[config.mk]
export PLATFORM = sky130hd
export DESIGN_NAME = pwm_capture
export DESIGN_NICKNAME = d
export VERILOG_FILES = /design/src/rtl/pwm_capture.sv
export SDC_FILE = /design/constraint.sdc
export NUM_CORES = 1
export LEC_CHECK = 0
export CAP_MARGIN = 20
export CORE_MARGIN = 2
export CORE_UTILIZATION = 55
export CTS_CLUSTER_DIAMETER = 60
export DETAILED_ROUTE_END_ITERATION = 10
export GPL_ROUTABILITY_DRIVEN = 0
export PLACE_DENSITY = 0.73
export SLEW_MARGIN = 20
export SYNTH_ARGS = -nofsm -noshare
export SYNTH_HDL_FRONTEND = slang
export SYNTH_SLANG_ARGS = --single-unit
[constraint.sdc]
create_clock -name clk -period 4.2 [get_ports clk]
set_clock_uncertainty 0.2 [all_clocks]
set_input_delay 0.84 -clock clk [delete_from_list [all_inputs] [get_ports clk]]
set_output_delay 0.84 -clock clk [all_outputs]
set_load 0.05 [all_outputs]
[src/rtl/pwm_capture.sv]
// PWM input capture: measures high time and period of an asynchronous PWM input and
// reports duty in tenths. Define PWM_CAPTURE_GLITCH_FILTER_EN to add a 3-sample stability filter.
module pwm_capture #(
  parameter int CNT_W   = 16,
  parameter int TIMEOUT = 1000
) (
  input  logic             clk,
  input  logic             reset,
  input  logic             pwm_in,
  output logic [3:0]       duty_tenths,
  output logic [CNT_W-1:0] high_count,
  output logic [CNT_W-1:0] period_count,
  output logic             meas_valid,
  output logic             stuck
);

  typedef enum logic [1:0] {IDLE, HIGH, LOW} state_t;

  localparam logic [CNT_W-1:0] TO_VAL = CNT_W'(TIMEOUT);
  localparam logic [CNT_W-1:0] TO_M1  = CNT_W'(TIMEOUT - 1);

  state_t           state, state_next;
  logic             sync1, sync2, s, s_d;
  logic             rise, fall, timeout_hit, capture;
  logic [CNT_W-1:0] cnt, cnt_next, hi_snap, hi_next, gap;

  logic             calc_busy;
  logic [1:0]       bit_idx;
  logic [CNT_W+3:0] num, num_init, shifted;
  logic [CNT_W-1:0] divisor, hi_hold;
  logic [3:0]       quo, q_new;
  logic             take;

  always_ff @(posedge clk or negedge reset) begin
    if (!reset) begin
      sync1 <= 1'b0;
      sync2 <= 1'b0;
      s_d   <= 1'b0;
    end else begin
      sync1 <= pwm_in;
      sync2 <= sync1;
      s_d   <= s;
    end
  end

`ifdef PWM_CAPTURE_GLITCH_FILTER_EN
  logic h1, h2;

  always_ff @(posedge clk or negedge reset) begin
    if (!reset) begin
      h1 <= 1'b0;
      h2 <= 1'b0;
    end else begin
      h1 <= sync2;
      h2 <= h1;
    end
  end

  // s follows the synchroniser only once three consecutive samples agree
  assign s = (sync2 == h1 && h1 == h2) ? sync2 : s_d;
`else
  assign s = sync2;
`endif

  assign rise        = s & ~s_d;
  assign fall        = ~s & s_d;
  assign timeout_hit = !(rise || fall) && (gap == TO_M1);

  always_ff @(posedge clk or negedge reset) begin
    if (!reset) begin
      gap <= '0;
    end else if (rise || fall) begin
      gap <= '0;
    end else if (gap != TO_VAL) begin
      gap <= gap + 1'b1;
    end
  end

  always_ff @(posedge clk or negedge reset) begin
    if (!reset) begin
      state   <= IDLE;
      cnt     <= '0;
      hi_snap <= '0;
    end else begin
      state   <= state_next;
      cnt     <= cnt_next;
      hi_snap <= hi_next;
    end
  end

  always_comb begin
    state_next = state;
    cnt_next   = cnt;
    hi_next    = hi_snap;
    capture    = 1'b0;
    unique case (state)
      IDLE: begin
        if (rise) begin
          cnt_next   = CNT_W'(1);
          state_next = HIGH;
        end
      end
      HIGH: begin
        cnt_next = cnt + 1'b1;
        if (fall) begin
          hi_next    = cnt;
          state_next = LOW;
        end
      end
      LOW: begin
        cnt_next = cnt + 1'b1;
        if (rise) begin
          capture    = 1'b1;
          cnt_next   = CNT_W'(1);
          state_next = HIGH;
        end
      end
      default: state_next = IDLE;
    endcase
    if (timeout_hit) begin
      state_next = IDLE;
      cnt_next   = '0;
      capture    = 1'b0;
    end
  end

  // Rounded quotient (10*hi + period/2) / period, one restoring step per cycle
  assign num_init = ({4'b0000, hi_snap} << 3) + ({4'b0000, hi_snap} << 1)
                  + {5'b00000, cnt[CNT_W-1:1]};
  assign shifted  = {4'b0000, divisor} << bit_idx;
  assign take     = (num >= shifted);
  assign q_new    = quo | (take ? (4'b0001 << bit_idx) : 4'b0000);

  always_ff @(posedge clk or negedge reset) begin
    if (!reset) begin
      calc_busy    <= 1'b0;
      bit_idx      <= 2'd0;
      num          <= '0;
      divisor      <= '0;
      hi_hold      <= '0;
      quo          <= 4'd0;
      duty_tenths  <= 4'd0;
      high_count   <= '0;
      period_count <= '0;
      meas_valid   <= 1'b0;
      stuck        <= 1'b0;
    end else begin
      meas_valid <= 1'b0;
      if (rise) stuck <= 1'b0;
      if (timeout_hit) begin
        calc_busy    <= 1'b0;
        stuck        <= 1'b1;
        period_count <= '0;
        high_count   <= '0;
        duty_tenths  <= s ? 4'd10 : 4'd0;
        meas_valid   <= 1'b1;
      end else if (calc_busy) begin
        num     <= take ? (num - shifted) : num;
        quo     <= q_new;
        bit_idx <= bit_idx - 2'd1;
        if (bit_idx == 2'd0) begin
          calc_busy    <= 1'b0;
          high_count   <= hi_hold;
          period_count <= divisor;
          duty_tenths  <= (q_new > 4'd10) ? 4'd10 : q_new;
          meas_valid   <= 1'b1;
        end
      end else if (capture) begin
        // A capture arriving while busy is simply not accepted
        calc_busy <= 1'b1;
        num       <= num_init;
        divisor   <= cnt;
        hi_hold   <= hi_snap;
        quo       <= 4'd0;
        bit_idx   <= 2'd3;
      end
    end
  end

endmodule

======== Word level (Yosys, flattened, before mapping) ========
Index checks and enable logic that the tools add are counted.
storage, ports and cells
  input bits .............................. 3
  bits in registers ....................... 150
  output and inout port bits .............. 38
operators by class
  equal/unequal tests ..................... 8
  order comparisons ....................... 2
  reductions and logical operators ........ 19
  bitwise logic cells ..................... 7
  add/subtract/negate cells ............... 6
  muxes and demuxes ....................... 41
  shifts and indexed selects .............. 2
operator list
  cell                                              count
  two-way mux 16 bit                                11
  two-way mux 20 bit                                3
  one-hot mux 16 bit (3 select lines)               1
  adder 16 x 1 -> 16 bit (second input constant)    2
  two-way mux 4 bit                                 8
  adder 19 x 17 -> 20 bit                           1
  adder 20 x 15 -> 20 bit                           1
  >= comparator 20 bit                              1
  << shifter 16 x 2 -> 20 bit                       1
  subtractor 20 bit                                 1
  == test 16 x 10 -> 1 bit (second input constant)  1
  != test 16 x 10 -> 1 bit (second input constant)  1
  two-way mux 1 bit                                 12
  two-way mux 2 bit                                 5
  AND reduction 2 bit                               5
  nonzero test 2 bit                                5
  != test 3 bit (second input constant)             2
  AND reduction 3 bit                               2
  > comparator 4 bit (second input constant)        1
  logical NOT 2 bit                                 2
  inverter 1 bit                                    4
  OR 4 bit                                          1
  one-hot mux 2 bit (2 select lines)                1
  nonzero test 4 bit                                1
  11 further kinds                                  12

======== Depth between registers and ports, before layout ========
Gate-level depths: netlist of run 1.
  depth after elaboration ................. 9
  mapped depth ............................ 16

======== Least setup slack after synthesis of run 1 ========
OpenSTA, ideal clock, no wires.
  path kind ............................... reg-to-reg
  start ................................... register bit_idx[0]
  end ..................................... register num[14]
  required time ........................... 3.880 ns
  clock period less this slack ............ 3.880 ns
  slack ................................... 0.320 ns
  stages on the path, launching flop included .. 13
  arrival ................................. 3.560 ns
  cells stage by stage .................... dfrtp_1 clkbuf_1 clkbuf_1 mux4_2 inv_1 ha_1 a21o_1 or3_1 o21ai_0 o21ai_0 a31oi_1 mux2_2 a31o_2
between the ends
  longest elaborated chain between the ends .. 4
  elaborated cells on any way between the ends .. 7
  those cells by class .................... add/sub: 1; order compare: 1; eq/ne: 1; shift: 1; mux: 2; reduce/logical: 1
RTL lines
  item                                                                           line      RTL
  from (decl)                                                                    28        logic [1:0] bit_idx;
  from (signal assigned)                                                         160       bit_idx <= bit_idx - 2'd1;
  << shifter 16 x 2 -> 20 bit *                                                  130       assign shifted = {4'b0000, divisor} << bit_idx;
  >= comparator 20 bit or subtractor 20 bit (tied branches)                      131, 158
  != test 2 x 1 -> 1 bit (no source line) or two-way mux 20 bit (tied branches)  n/a
  AND reduction 3 bit (no source line) or two-way mux 20 bit (tied branches)     n/a
  to (signal assigned)                                                           158       num <= take ? (num - shifted) : num;
  to (signal assigned)                                                           171       num <= num_init;
  to (decl)                                                                      29        logic [CNT_W+3:0] num, num_init, shifted;
Every way passes the cells marked *; elsewhere a longest branch is shown, timed or not. The select of a mux whose other input is x is not followed.
A chain may end at the register's enable or synchronous reset.

======== Worst setup path after layout of run 1 ========
  start ................................... register bit_idx[1]
  end ..................................... register num[3]
Same word-level chain as after synthesis.

==> reports/qor.yml, run 1 <==
outcome:
  status: "finished, final reports clean"
logic_synthesis:
  synth-compound-area-share_pct: 13.7
  synth_cell_types: 66
  synth_nets: 985
  synth_area_leaders: "dfrtp_1, ha_1, mux2_2"
  synth_top_family_by_area: "simple AND/OR/NAND/NOR gates"
  avgSynthCellArea_um2: 9.82
  synth-seq-cells: 150
  synth-main-ff-cell: "dfrtp_1"
  async_flop_share_pct: 100
  synth_edf_count: 0
  seq_area_frac_synth_pct: 41.7
  synthCells: 916
  synthAdderAreaFrac_pct: 10.4
  yosys.area_share.simple_pct: 17.3
  synth_mux_area_share_pct: 9.64
  synth_xor_area_share_pct: 4.19
  yosysWarnings: 0
  synth_area_um2: 8990
  synth_top_cell_area_share_pct: 41.7
  yosys.area.top_type: "dfrtp_1"
final_layout:
  design_area_um2: 10300
  final_common_cell: "dfrtp_1"
  final_cell_mix: "dfrtp_1, nand2_1, a21oi_1"
  antenna_cells: 0
  drive_above_1_share_pct: 13.3
  syn_to_final_growth_pct: 14.8
  multi_input_area_um2: 4980
  fin_nets: 1029
  fin_util_pct: 64.8
  fillers: 1307
  seqCellArea_um2: 3750
timing:
  setup_slack_ns: 0.260
  finalSetupViolations: 0
  fin_crit_sh_pct: 93.8
  hold_violations: 0
  fmax_mhz: 254
  min_period_ns: 3.94
  maxSlewHeadroom_pct: 44.8
  slew_viol_final: 0
  worst_pin_slew_ns: 0.828
  rsz0062_at_grt: "no"
  finalSetupTns_ns: 0
setup_path:
  crit_family: "compound AO/OA/AOI/OAI gates"
  arrival_ns: 4.04
  end_kind: "flip-flop"
  path_cells: "inv_1, and3_1, ha_1, fa_1, nor2b_1, o31a_1, o211ai_1, o211a_1, a221oi_4, buf_12, mux2_2"
  ff2ff_path_depth: 11
  rrSetupSlack_ns: 0.26
  r2r-start: "bit_idx[1]$_DFFE_PN0P_"
  worstSetupPathType: "reg2reg"
  cp-startpoint: "bit_idx[1]$_DFFE_PN0P_"
  path_buf_inv: 2
  required_ns: 4.30
  cp_slowest_cell: "dfrtp_1"
  cp_max_fo: 27
  cp-start-kind: "flip-flop"
  r2r_end: "num[3]$_DFFE_PN0P_"
  crit_path_max_incr_delay_ns: 0.88
clock_tree:
  clk_latency_ns: 0.42
  cts_root_buffer: "clkbuf_16"
  numCtsBuffers: 17
  clk_path_buf_depth: 2
  cts.sinks: 150
  cts.reportedPaths.clkPinSlew_ns: 0.07
  cts_tree: "yes"
  holdBufCountCts: 0
  post_cts_buffers: 0
  post_cts_resized: 0
  cts_max_level: 4
placed_design:
  placed_area_um2: 9710
  post-dp-hpwl_mm: 15.2
  dp_slack_ns: 0.303
  portBuffers: 40
die:
  core_um2: 15900
  die_x_um: 132
  initial_utilization_pct: 56.4
  rows: 46
  die_y_um: 132
  pin_count: 41
  die_area_um2: 17400
grt:
  grt_pass1_wl_mm: 35.3
  antenna_found_initial: 0
  grt_pass1_vias: 6822
  met3_usage_pct: 5.00
  grt.met2_usage_pct: 41.3
  gr-usage-all-layers_pct: 25.4
  overflow: 0
  grt_max_degree: 78
  busiest_layer: "met2"
  met1_usage_pct: 34.7
worst_hold_path:
  min_path_type: "reg2reg"
  whs_path_depth: 0
  hp-start: "sync1$_DFF_PN0_"
  hold_end: "s$_DFF_PN0_"
routing:
  drc: 0
  firstDrtPassIters: 5
  wl_per_cell_um: 17.9
  drt_iter0_drc: 470
  wirelength_mm: 21.3
  route.vias.total: 7004
  via_per_inst: 5.89
  antenna_left: 0
power:
  peakVddDrop_mv: 0.367
  power.density_nw_per_um2: 627
  p_leak_nw: 4.86
run:
  maxCapViolCount: 0
-- through the flow --
step	power, mW	instances	hold WS [ns]
finish	6.48	1189	0.151
detailed placement	4.80	1157	0.139
global route	6.90	1189	0.154
CTS	6.47	1189	0.152
floorplan	4.06	916	0.131
global placement	4.76	1157	0.136
-- how the worst max path moves through the flow --
stage	endpoint	slack, ns	cells after the start
4_1_cts	num[3]$_DFFE_PN0P_	0.29	11
5_1_grt	num[3]$_DFFE_PN0P_	0.02	11
3_3_place_gp	num[4]$_DFFE_PN0P_	0.41	9
6_report	num[3]$_DFFE_PN0P_	0.26	11
3_5_place_dp	num[4]$_DFFE_PN0P_	0.30	11
2_1_floorplan	num[14]$_DFFE_PN0P_	0.32	12
-- where the power goes --
part	internal (mW)	switching, mW
registers	1.68	0.259
logic	1.20	1.71
clock network	0.968	0.661
total	3.84	2.63
-- cell families (layout without fill, tap and decap cells) --
| group | Yosys count | in the layout |
|---|---|---|
| and+or+nand+nor | 322 | 322 |
| AOI/OAI and AO/OA | 195 | 195 |
| DFF | 150 | 150 |
| muxes | 70 | 70 |
| buffers and inverters | 70 | 127 |
| adders and majority gates | 66 | 66 |
| xor gates and xnor gates | 43 | 43 |
-- worst reg2reg max path, stage by stage, from the launching register on --
cell and delay (ns):
dfrtp_1 0.88, inv_1 0.14, and3_1 0.21, ha_1 0.21
fa_1 0.39, nor2b_1 0.19, o31a_1 0.25, o211ai_1 0.15
o211a_1 0.20, a221oi_4 0.42, buf_12 0.22, mux2_2 0.35
-- state kept, by name, summed over array words and instances, names as in the netlist, 4 cells and up --
signal and count:
num 20, hi_hold 16, duty_tenths 4, hi_snap 16
period_count 16, gap 16, cnt 16, quo 4
high_count 16, divisor 16
-- final cells by class --
type / instances / area share, %
clock inverter: 14 / 1.78
tap: 216 / 2.62
sequential: 150 / 36.3
inverter: 34 / 1.24
timing repair buffer: 61 / 5.54
clock buffer: 18 / 4.25
multi-input combinational: 696 / 48.2
-- cells in the mapped netlist (all sizes together) (5+ instances only) --
master and n:
dfrtp 150, nand2 120, a21oi 72, nor2 64
mux2 53, ha 52, inv 34, nand3 29
o21ai 29, nor3 27, xnor2 22, clkbuf 21
xor2 21, a21o 17, a31oi 15, and2 15
and3 15, buf 15, fa 14, a211oi 12
nand4 11, mux2i 9, o21a 9, mux4 8
nor2b 8, nand2b 6, or3 6, nand3b 5
-- routing by layer --
metal / vias up / wire [µm]
met5: - / 0
met4: 0 / 352
met3: 31 / 1050
met2: 178 / 10300
met1: 3447 / 9610
li1: 3348 / -
(Power assumes the default switching activity.)
==> run 2, diff against run 1 <==
--- a/config.mk
+++ b/config.mk
@@ -6,12 +6,14 @@
 export NUM_CORES = 1
 export LEC_CHECK = 0
 export CAP_MARGIN = 20
+export CELL_PAD_IN_SITES_DETAIL_PLACEMENT = 0
+export CELL_PAD_IN_SITES_GLOBAL_PLACEMENT = 1
 export CORE_MARGIN = 2
-export CORE_UTILIZATION = 55
+export CORE_UTILIZATION = 48
 export CTS_CLUSTER_DIAMETER = 60
 export DETAILED_ROUTE_END_ITERATION = 10
 export GPL_ROUTABILITY_DRIVEN = 0
-export PLACE_DENSITY = 0.73
+export PLACE_DENSITY = 0.77
 export SLEW_MARGIN = 20
 export SYNTH_ARGS = -nofsm -noshare
 export SYNTH_HDL_FRONTEND = slang
==> constraint.sdc (replaced) <==
create_clock -name clk -period 4.3 [get_ports clk]
set_clock_uncertainty 0.2 [all_clocks]
set_input_delay 0.86 -clock clk [delete_from_list [all_inputs] [get_ports clk]]
set_output_delay 0.86 -clock clk [all_outputs]
set_load 0.05 [all_outputs]
==> run 2 against run 1 <==
Non-clock buffer count is 7 lower. Utilization fell by 9.2 points. Total power decreased by 3.6%. Sequential power shrank 4%. Cell count rose by 0.93%. Worst setup slack gained 0.17 ns. Clock-buffer cell count decreased by 1. Maximum frequency grew 1.9%. Critical endpoint is now num[14]$_DFFE_PN0P_.
==> reports/qor.yml, run 2 (synthesis gave the netlist of run 1 again) <==
outcome:
  status: "finished, final reports clean"
clock_tree:
  cts_max_level: 4
  holdBufCountCts: 0
  numCtsBuffers: 17
  clk_path_buf_depth: 2
  cts.reportedPaths.clkPinSlew_ns: 0.07
  post_cts_buffers: 0
  post_cts_resized: 0
  clk_latency_ns: 0.44
  cts.sinks: 150
  cts_tree: "yes"
  cts_root_buffer: "clkbuf_16"
die:
  die_area_um2: 19800
  pin_count: 41
  core_um2: 18500
  rows: 50
  die_y_um: 141
  initial_utilization_pct: 48.6
  die_x_um: 141
placed_design:
  post-dp-hpwl_mm: 15.4
  portBuffers: 40
  place_inst: 1168
timing:
  finalSetupTns_ns: 0
  slew_viol_final: 0
  hold_violations: 0
  maxSlewHeadroom_pct: 41.3
  min_period_ns: 3.87
  finalSetupViolations: 0
  fin_crit_sh_pct: 90.0
  worst_pin_slew_ns: 0.880
  rsz0062_at_grt: "no"
  fmax_mhz: 258
final_layout:
  antenna_cells: 0
  instances_no_fill: 1200
  final_common_cell: "dfrtp_1"
  fin_nets: 1022
  drive_above_1_share_pct: 12.6
  top_register: "num"
  final_cell_mix: "dfrtp_1, nand2_1, a21oi_1"
  largest_reg_flops: 20
  fillers: 1672
  syn_to_final_growth_pct: 14.5
routing:
  wirelength_mm: 21.5
  via_per_inst: 5.66
  drc: 0
  drt_iter0_drc: 474
  firstDrtPassIters: 5
  route.vias.total: 6787
  antenna_left: 0
  wl_per_cell_um: 17.9
setup_path:
  r2r-start: "bit_idx[0]$_DFFE_PN0P_"
  required_ns: 4.42
  path_cells: "buf_4, mux4_2, inv_1, ha_1, nand4_1, nor4_4, nor3_1, a221oi_4, buf_12, and2b_1, a31o_2"
  cp-startpoint: "bit_idx[0]$_DFFE_PN0P_"
  worst-path-stages: 11
  ff2ff_path_depth: 11
  end_kind: "flip-flop"
  r2r_end: "num[14]$_DFFE_PN0P_"
  arrival_ns: 3.99
  cp_max_fo: 39
  worstSetupPathType: "reg2reg"
  crit_family: "simple AND/OR/NAND/NOR gates"
  endpoint: "num[14]$_DFFE_PN0P_"
  crit_path_max_incr_delay_ns: 0.58
  rrSetupSlack_ns: 0.43
  cp_slowest_cell: "dfrtp_1"
  cp-start-kind: "flip-flop"
  path_buf_inv: 3
grt:
  grt_max_degree: 92
  grt_pass1_vias: 6758
  antenna_found_initial: 0
  gr-usage-all-layers_pct: 22.8
  grt_pass1_wl_mm: 35.6
  overflow: 0
power:
  peakVddDrop_mv: 0.346
  power.density_nw_per_um2: 606
  p_leak_nw: 4.83
run:
  maxCapViolCount: 0
worst_hold_path:
  min_path_type: "reg2reg"
==> run 2: final cells by class <==
cell class / count / area (µm²) / share of cell area (%)
Clock buffer: 17 / 425 / 4.13
Clock inverter: 15 / 186 / 1.81
Inverter: 34 / 128 / 1.24
Multi-Input combinational cell: 696 / 4980 / 48.4
Sequential cell: 150 / 3750 / 36.4
Tap cell: 234 / 293 / 2.84
Timing Repair Buffer: 54 / 532 / 5.16
==> run 2: worst min-delay path by stage <==
stage                     depth (start not counted)       startpoint     endpoint  slack [ns]
after global placement                            0  sync1$_DFF_PN0_  s$_DFF_PN0_        0.13
after CTS                                         0  sync1$_DFF_PN0_  s$_DFF_PN0_        0.15
after global routing                              0  sync1$_DFF_PN0_  s$_DFF_PN0_        0.18
final                                             0  sync1$_DFF_PN0_  s$_DFF_PN0_        0.15
after detailed placement                          0  sync1$_DFF_PN0_  s$_DFF_PN0_        0.14
after floorplan                                   0  sync1$_DFF_PN0_  s$_DFF_PN0_        0.13
==> run 2: per-layer routing <==
metal  share of wire [%]  track usage, %
met5                   0               0
met2                  47            36.6
met4                 1.3            6.79
met1                  49            31.9
met3                 3.1            3.84
==> run 2: stage by stage <==
| step | setup WS (ns) | total power, mW | cell area (µm²) | utilization (%) | hold slack, ns |
|---|---|---|---|---|---|
| 3_5_place_dp | 0.451 | 4.71 | 9690 | 52.3 | 0.137 |
| 6_report | 0.431 | 6.24 | 10300 | 55.6 | 0.154 |
| 2_1_floorplan | 0.420 | 3.96 | 8990 | - | 0.131 |
| 4_1_cts | 0.430 | 6.28 | 10300 | 55.6 | 0.153 |
| 5_1_grt | 0.205 | 6.68 | 10300 | 55.6 | 0.182 |
| 3_3_place_gp | 0.558 | 4.70 | 9690 | 52.3 | 0.135 |
==> run 2: power by group <==
part / switching, mW / internal (mW) / total (mW)
Clock: 0.712 / 0.835 / 1.55
Combinational: 1.67 / 1.16 / 2.83
Sequential: 0.228 / 1.64 / 1.86
Total: 2.61 / 3.63 / 6.24
